## config.mk

```make
export PLATFORM = sky130hd
export DESIGN_NAME = mem_arbiter
export DESIGN_NICKNAME = d
export VERILOG_FILES = /design/src/rtl/mem_arbiter.sv
export SDC_FILE = /design/constraint.sdc
export NUM_CORES = 1
export LEC_CHECK = 0
export BUFFER_PORTS_ARGS = -buffer_cell sky130_fd_sc_hd__buf_2
export CELL_PAD_IN_SITES_DETAIL_PLACEMENT = 1
export CELL_PAD_IN_SITES_GLOBAL_PLACEMENT = 2
export CORE_ASPECT_RATIO = 2
export CORE_MARGIN = 2
export CORE_UTILIZATION = 10
export DETAILED_ROUTE_END_ITERATION = 8
export PLACE_DENSITY = 0.81
export SKIP_CTS_REPAIR_TIMING = 1
export SYNTH_ARGS = -nofsm -noshare
export SYNTH_HDL_FRONTEND = slang
export SYNTH_SLANG_ARGS = --single-unit
```

## constraint.sdc

```tcl
create_clock -name clock -period 2.1 [get_ports clock]
set_clock_uncertainty 0.15 [all_clocks]
set_input_delay 0.105 -clock clock [delete_from_list [all_inputs] [get_ports clock]]
set_output_delay 0.105 -clock clock [all_outputs]
set_load 0.05 [all_outputs]
```

## src/rtl/mem_arbiter.sv

```systemverilog
// Two-master round-robin arbiter for a PicoRV32 native memory port; grant held until mem_ready; optional watchdog under MEM_ARBITER_TIMEOUT_EN.
// Latency: grant one cycle after request is sampled in IDLE; ready/rdata are combinational; an ungranted master sees ready low until served.
module mem_arbiter #(
    parameter int unsigned TIMEOUT_CYCLES = 1024,
    parameter logic [31:0] ERROR_DATA     = 32'hDEADBEEF
) (
    input  logic        clock,
    input  logic        reset,

    input  logic        m0__mem_valid,
    input  logic        m0__mem_instr,
    input  logic [31:0] m0__mem_addr,
    input  logic [31:0] m0__mem_wdata,
    input  logic [3:0]  m0__mem_wstrb,
    output logic        m0__mem_ready,
    output logic [31:0] m0__mem_rdata,

    input  logic        m1__mem_valid,
    input  logic        m1__mem_instr,
    input  logic [31:0] m1__mem_addr,
    input  logic [31:0] m1__mem_wdata,
    input  logic [3:0]  m1__mem_wstrb,
    output logic        m1__mem_ready,
    output logic [31:0] m1__mem_rdata,

    output logic        mem__mem_valid,
    output logic        mem__mem_instr,
    output logic [31:0] mem__mem_addr,
    output logic [31:0] mem__mem_wdata,
    output logic [3:0]  mem__mem_wstrb,
    input  logic        mem__mem_ready,
    input  logic [31:0] mem__mem_rdata,

    output logic [1:0]  grant,
    output logic        timeout_error
);

    typedef enum logic [1:0] {
        IDLE   = 2'd0,
        GRANT0 = 2'd1,
        GRANT1 = 2'd2
    } state_t;

    localparam int unsigned CW = (TIMEOUT_CYCLES > 1) ? $clog2(TIMEOUT_CYCLES) : 1;
    localparam logic [CW-1:0] LIMIT = CW'(TIMEOUT_CYCLES - 1);

    state_t          state;
    state_t          state_nxt;
    logic            last;
    logic            last_nxt;
    logic [CW-1:0]   cnt;
    logic            in_grant;
    logic            sel1;
    logic            req_valid;
    logic            expire;
    logic            done;

    assign in_grant  = (state != IDLE);
    assign sel1      = (state == GRANT1);
    assign req_valid = sel1 ? m1__mem_valid : m0__mem_valid;

`ifdef MEM_ARBITER_TIMEOUT_EN
    localparam bit TMO_EN = 1'b1;

    // Counter is zero on the first grant cycle, so expiry lands on grant cycle TIMEOUT_CYCLES.
    always_ff @(posedge clock) begin
        if (reset) begin
            cnt <= '0;
        end else if (state == IDLE) begin
            cnt <= '0;
        end else if (!mem__mem_ready) begin
            cnt <= cnt + 1'b1;
        end
    end

    always_ff @(posedge clock) begin
        if (reset) begin
            timeout_error <= 1'b0;
        end else if (expire) begin
            timeout_error <= 1'b1;
        end
    end
`else
    localparam bit TMO_EN = 1'b0;

    assign cnt           = '0;
    assign timeout_error = 1'b0;
`endif

    // A real ready in the expiry cycle wins; an already-aborted request does not expire.
    assign expire = TMO_EN && in_grant && req_valid && !mem__mem_ready && (cnt == LIMIT);
    assign done   = in_grant && (mem__mem_ready || expire);

    always_ff @(posedge clock) begin
        if (reset) begin
            state <= IDLE;
            last  <= 1'b1;
        end else begin
            state <= state_nxt;
            last  <= last_nxt;
        end
    end

    always_comb begin
        state_nxt = state;
        last_nxt  = last;
        case (state)
            IDLE: begin
                if (m0__mem_valid && (!m1__mem_valid || last)) begin
                    state_nxt = GRANT0;
                end else if (m1__mem_valid) begin
                    state_nxt = GRANT1;
                end
            end
            GRANT0, GRANT1: begin
                if (done) begin
                    state_nxt = IDLE;
                    last_nxt  = sel1;
                end else if (!req_valid) begin
                    state_nxt = IDLE;
                end
            end
            default: state_nxt = IDLE;
        endcase
    end

    always_comb begin
        mem__mem_valid = 1'b0;
        mem__mem_instr = 1'b0;
        mem__mem_addr  = '0;
        mem__mem_wdata = '0;
        mem__mem_wstrb = '0;
        if (in_grant) begin
            mem__mem_valid = req_valid && !expire;
            mem__mem_instr = sel1 ? m1__mem_instr : m0__mem_instr;
            mem__mem_addr  = sel1 ? m1__mem_addr  : m0__mem_addr;
            mem__mem_wdata = sel1 ? m1__mem_wdata : m0__mem_wdata;
            mem__mem_wstrb = sel1 ? m1__mem_wstrb : m0__mem_wstrb;
        end
    end

    assign m0__mem_ready = done && (state == GRANT0);
    assign m1__mem_ready = done && (state == GRANT1);
    assign m0__mem_rdata = (expire && state == GRANT0) ? ERROR_DATA : mem__mem_rdata;
    assign m1__mem_rdata = (expire && state == GRANT1) ? ERROR_DATA : mem__mem_rdata;

    assign grant = {state == GRANT1, state == GRANT0};

endmodule
```

==> results.py <==
metrics = {
    "run_status": {
        "outcome": "finished with violations",
        "violations": "hold timing",
    },
    "drt": {
        "drc": 0,
        "wl_met2_um": 4450,
        "routedWlPerCell_um": 13.5,
        "top_layer_used": "met5",
        "vias_per_cell": 3.62,
        "ant_nets": 0,
        "routed_wirelength_um": 8100,
        "drtIter0Drc": 60,
        "met3_length_um": 892,
        "drt_first_pass_iters": 4,
        "vias": 2170,
        "wl_met1_um": 2030,
    },
    "min_path": {
        "min-delay-start": "reset",
        "worstHoldPathType": "input port to flop",
        "hold_end": "last",
        "hold_depth": 2,
    },
    "floorplanning": {
        "start_util": 0.102,
        "die_x_um": 97.6,
        "core_area_um2": 17200,
        "die_area_um2": 18700,
        "ios": 314,
        "row_count": 68,
        "die_h_um": 191,
    },
    "global_route": {
        "antenna_found_initial": 2,
        "grt.total_usage": 0.0802,
        "grt_max_degree": 41,
        "globalRouteOverflowTotal": 0,
        "grt_pass1_vias": 2198,
        "grt_pass1_wl_um": 11500,
    },
    "layout": {
        "drive_above_1_share": 0.578,
        "instances_no_fill": 600,
        "syn_to_final_growth_pct": 53.0,
        "fillers": 2173,
        "final_nets": 568,
    },
    "critical_path": {
        "worst-path-max-fanout": 40,
        "r2r_start": "state[0]",
        "crit_required_ps": 1850,
        "reg2reg_to": "state[1]",
        "end_kind": "output port",
        "crit_type": "flop to output port",
        "r2r_slack_ps": 180,
        "reg2reg_depth": 6,
        "path_cells": "inv_1 -> ha_4 -> buf_12 -> mux2i_1 -> nor2_1 -> buf_2",
        "max_stage_delay_ps": 310,
        "worstSetupStartpointType": "flop",
        "cp_data_arrival_time_ps": 1710,
        "critPathBufInv": 3,
        "crit_family": "buffers and inverters",
        "crit_slowest_cell": "dfxtp_1",
    },
    "yosys": {
        "yosys.area.top_type": "mux2i_1",
        "yosys_warnings": 0,
        "syn_area_per_cell_um2": 7.09,
        "syn_inst": 247,
        "synth_area_leaders": "mux2i_1 (41%), buf_4 (28%), nor2_1 (15%)",
        "async_flop_share": 0,
        "synth_nets": 425,
        "ys_seq_area_frac": 0.0343,
        "synth_edf_count": 0,
        "synth_top_area_share": 0.406,
        "synthTopCellsByCount": "mux2i_1 (71), nor2_1 (71), buf_4 (66)",
        "ys.flop_type": "dfxtp_1",
        "mappedNetlistArea_um2": 1750,
        "ys_ff_latch": 3,
        "yosys.cell_types.count": 17,
    },
    "clock_tree": {
        "cts_buffers": 3,
        "cts_buffer_depth": 2,
        "clk_pin_slew_ps": 30,
        "clock-sinks": 3,
        "cts_tree": "done",
        "cts_root_buf": "clkbuf_16",
        "cts.htree.levels": 1,
        "clkLatencyLatePin_ps": 230,
    },
    "placed_design": {
        "place_congestion": 0.698,
        "portBuffers": 216,
        "numPlacedInstances": 595,
        "hpwl_um": 7070,
    },
    "timing": {
        "fin_crit_ps": 1970,
        "max_freq_mhz": 508,
        "timing.final.crit_share": 0.937,
        "slew_viol_final": 0,
        "whs_ps": -17.2,
        "setup_viol": 0,
        "final-hold-violation-count": 1,
        "tns_ps": 0,
        "grt_setup_unrepaired": "no",
    },
    "pwr": {
        "peakVddDrop_mv": 0.229,
        "leakage_uw": 0.00141,
        "power_density_nw_per_um2": 852,
    },
    "flow_run": {
        "drv_cap": 0,
    },
}
==> power by group <==
| group | total, uW | switching [uW] | internal, uW |
|---|---|---|---|
| clock | 309 | 58.3 | 251 |
| sequential | 72.3 | 6.60 | 65.7 |
| combinational | 1900 | 1380 | 524 |
==> through the flow <==
step	utilization	setup slack [ps]	total power, uW	hold WS, ps	cell area (um2)
floorplan	-	120	1830	61.4	1750
global route	0.156	26.4	2420	7.27	2680
global placement	0.151	197	1990	60.5	2600
finish	0.156	132	2280	-17.2	2680
detailed placement	0.151	144	2000	60.5	2600
CTS	0.156	84.3	2320	-11.7	2680
==> flip-flops by register name, summed over array words and instances (netlist names) <==
signal	cells
state	2
last	1
==> cell families after synthesis <==
kind of cell,synth area share
multiplexers,0.412
AND/OR/NAND/NOR,0.180
adder cells (fa/ha/maj),0.0214
buffers and inverters,0.330
AO/OA/AOI/OAI,0.0200
other,0.00214
flip-flops,0.0343
==> how the worst max path moves through the flow <==
stage                                    end  startpoint  cells past startpoint
after CTS                  mem__mem_addr[12]    state[0]                      6
after detailed placement            state[1]    state[0]                      6
after global placement              state[1]    state[0]                      6
final                     mem__mem_wdata[25]    state[0]                      6
after global routing       mem__mem_addr[12]    state[0]                      6
after floorplan             mem__mem_addr[0]    state[0]                      6
==> per-layer routing <==
| layer | track usage | vias to the layer above |
|---|---|---|
| met1 | 0.0571 | 956 |
| met2 | 0.159 | 120 |
| met3 | 0.0263 | 68 |
| met4 | 0.0716 | 2 |
| met5 | 0 | - |
| li1 | - | 1024 |
==> cells in the final DEF, fill, tap and decap left out <==
cell type    n
a21boi_0     2
a311o_1      1
and2_1       2
buf_12       2
buf_2      216
buf_4        2
clkbuf_1     1
clkbuf_16    3
conb_1       1
dfxtp_1      3
diode_2      1
ha_1         1
ha_2         1
ha_4         1
inv_1        3
mux2_1       1
mux2i_1     71
nand2b_1     3
nand3_1      1
nor2_1      71
nor2b_1      2
o32a_1       1
==> area by class of cell <==
type,instances,area [um2],share of cell area
repair buffers,220,1140,0.424
clock buffers,4,78.8,0.0294
inverters,3,11.3,0.00420
multi-input cells,159,1130,0.421
flip-flops and latches,3,60.1,0.0224
well taps,210,263,0.0980
diodes,1,2.50,0.000934
==> worst register-to-register path, stage by stage, from the launching register on <==
cell	delay (ps)
dfxtp_1	310
inv_1	130
ha_2	220
buf_4	370
nand2b_1	110
o32a_1	220
mux2_1	310
No activity file was read; power rests on OpenSTA's default activity.
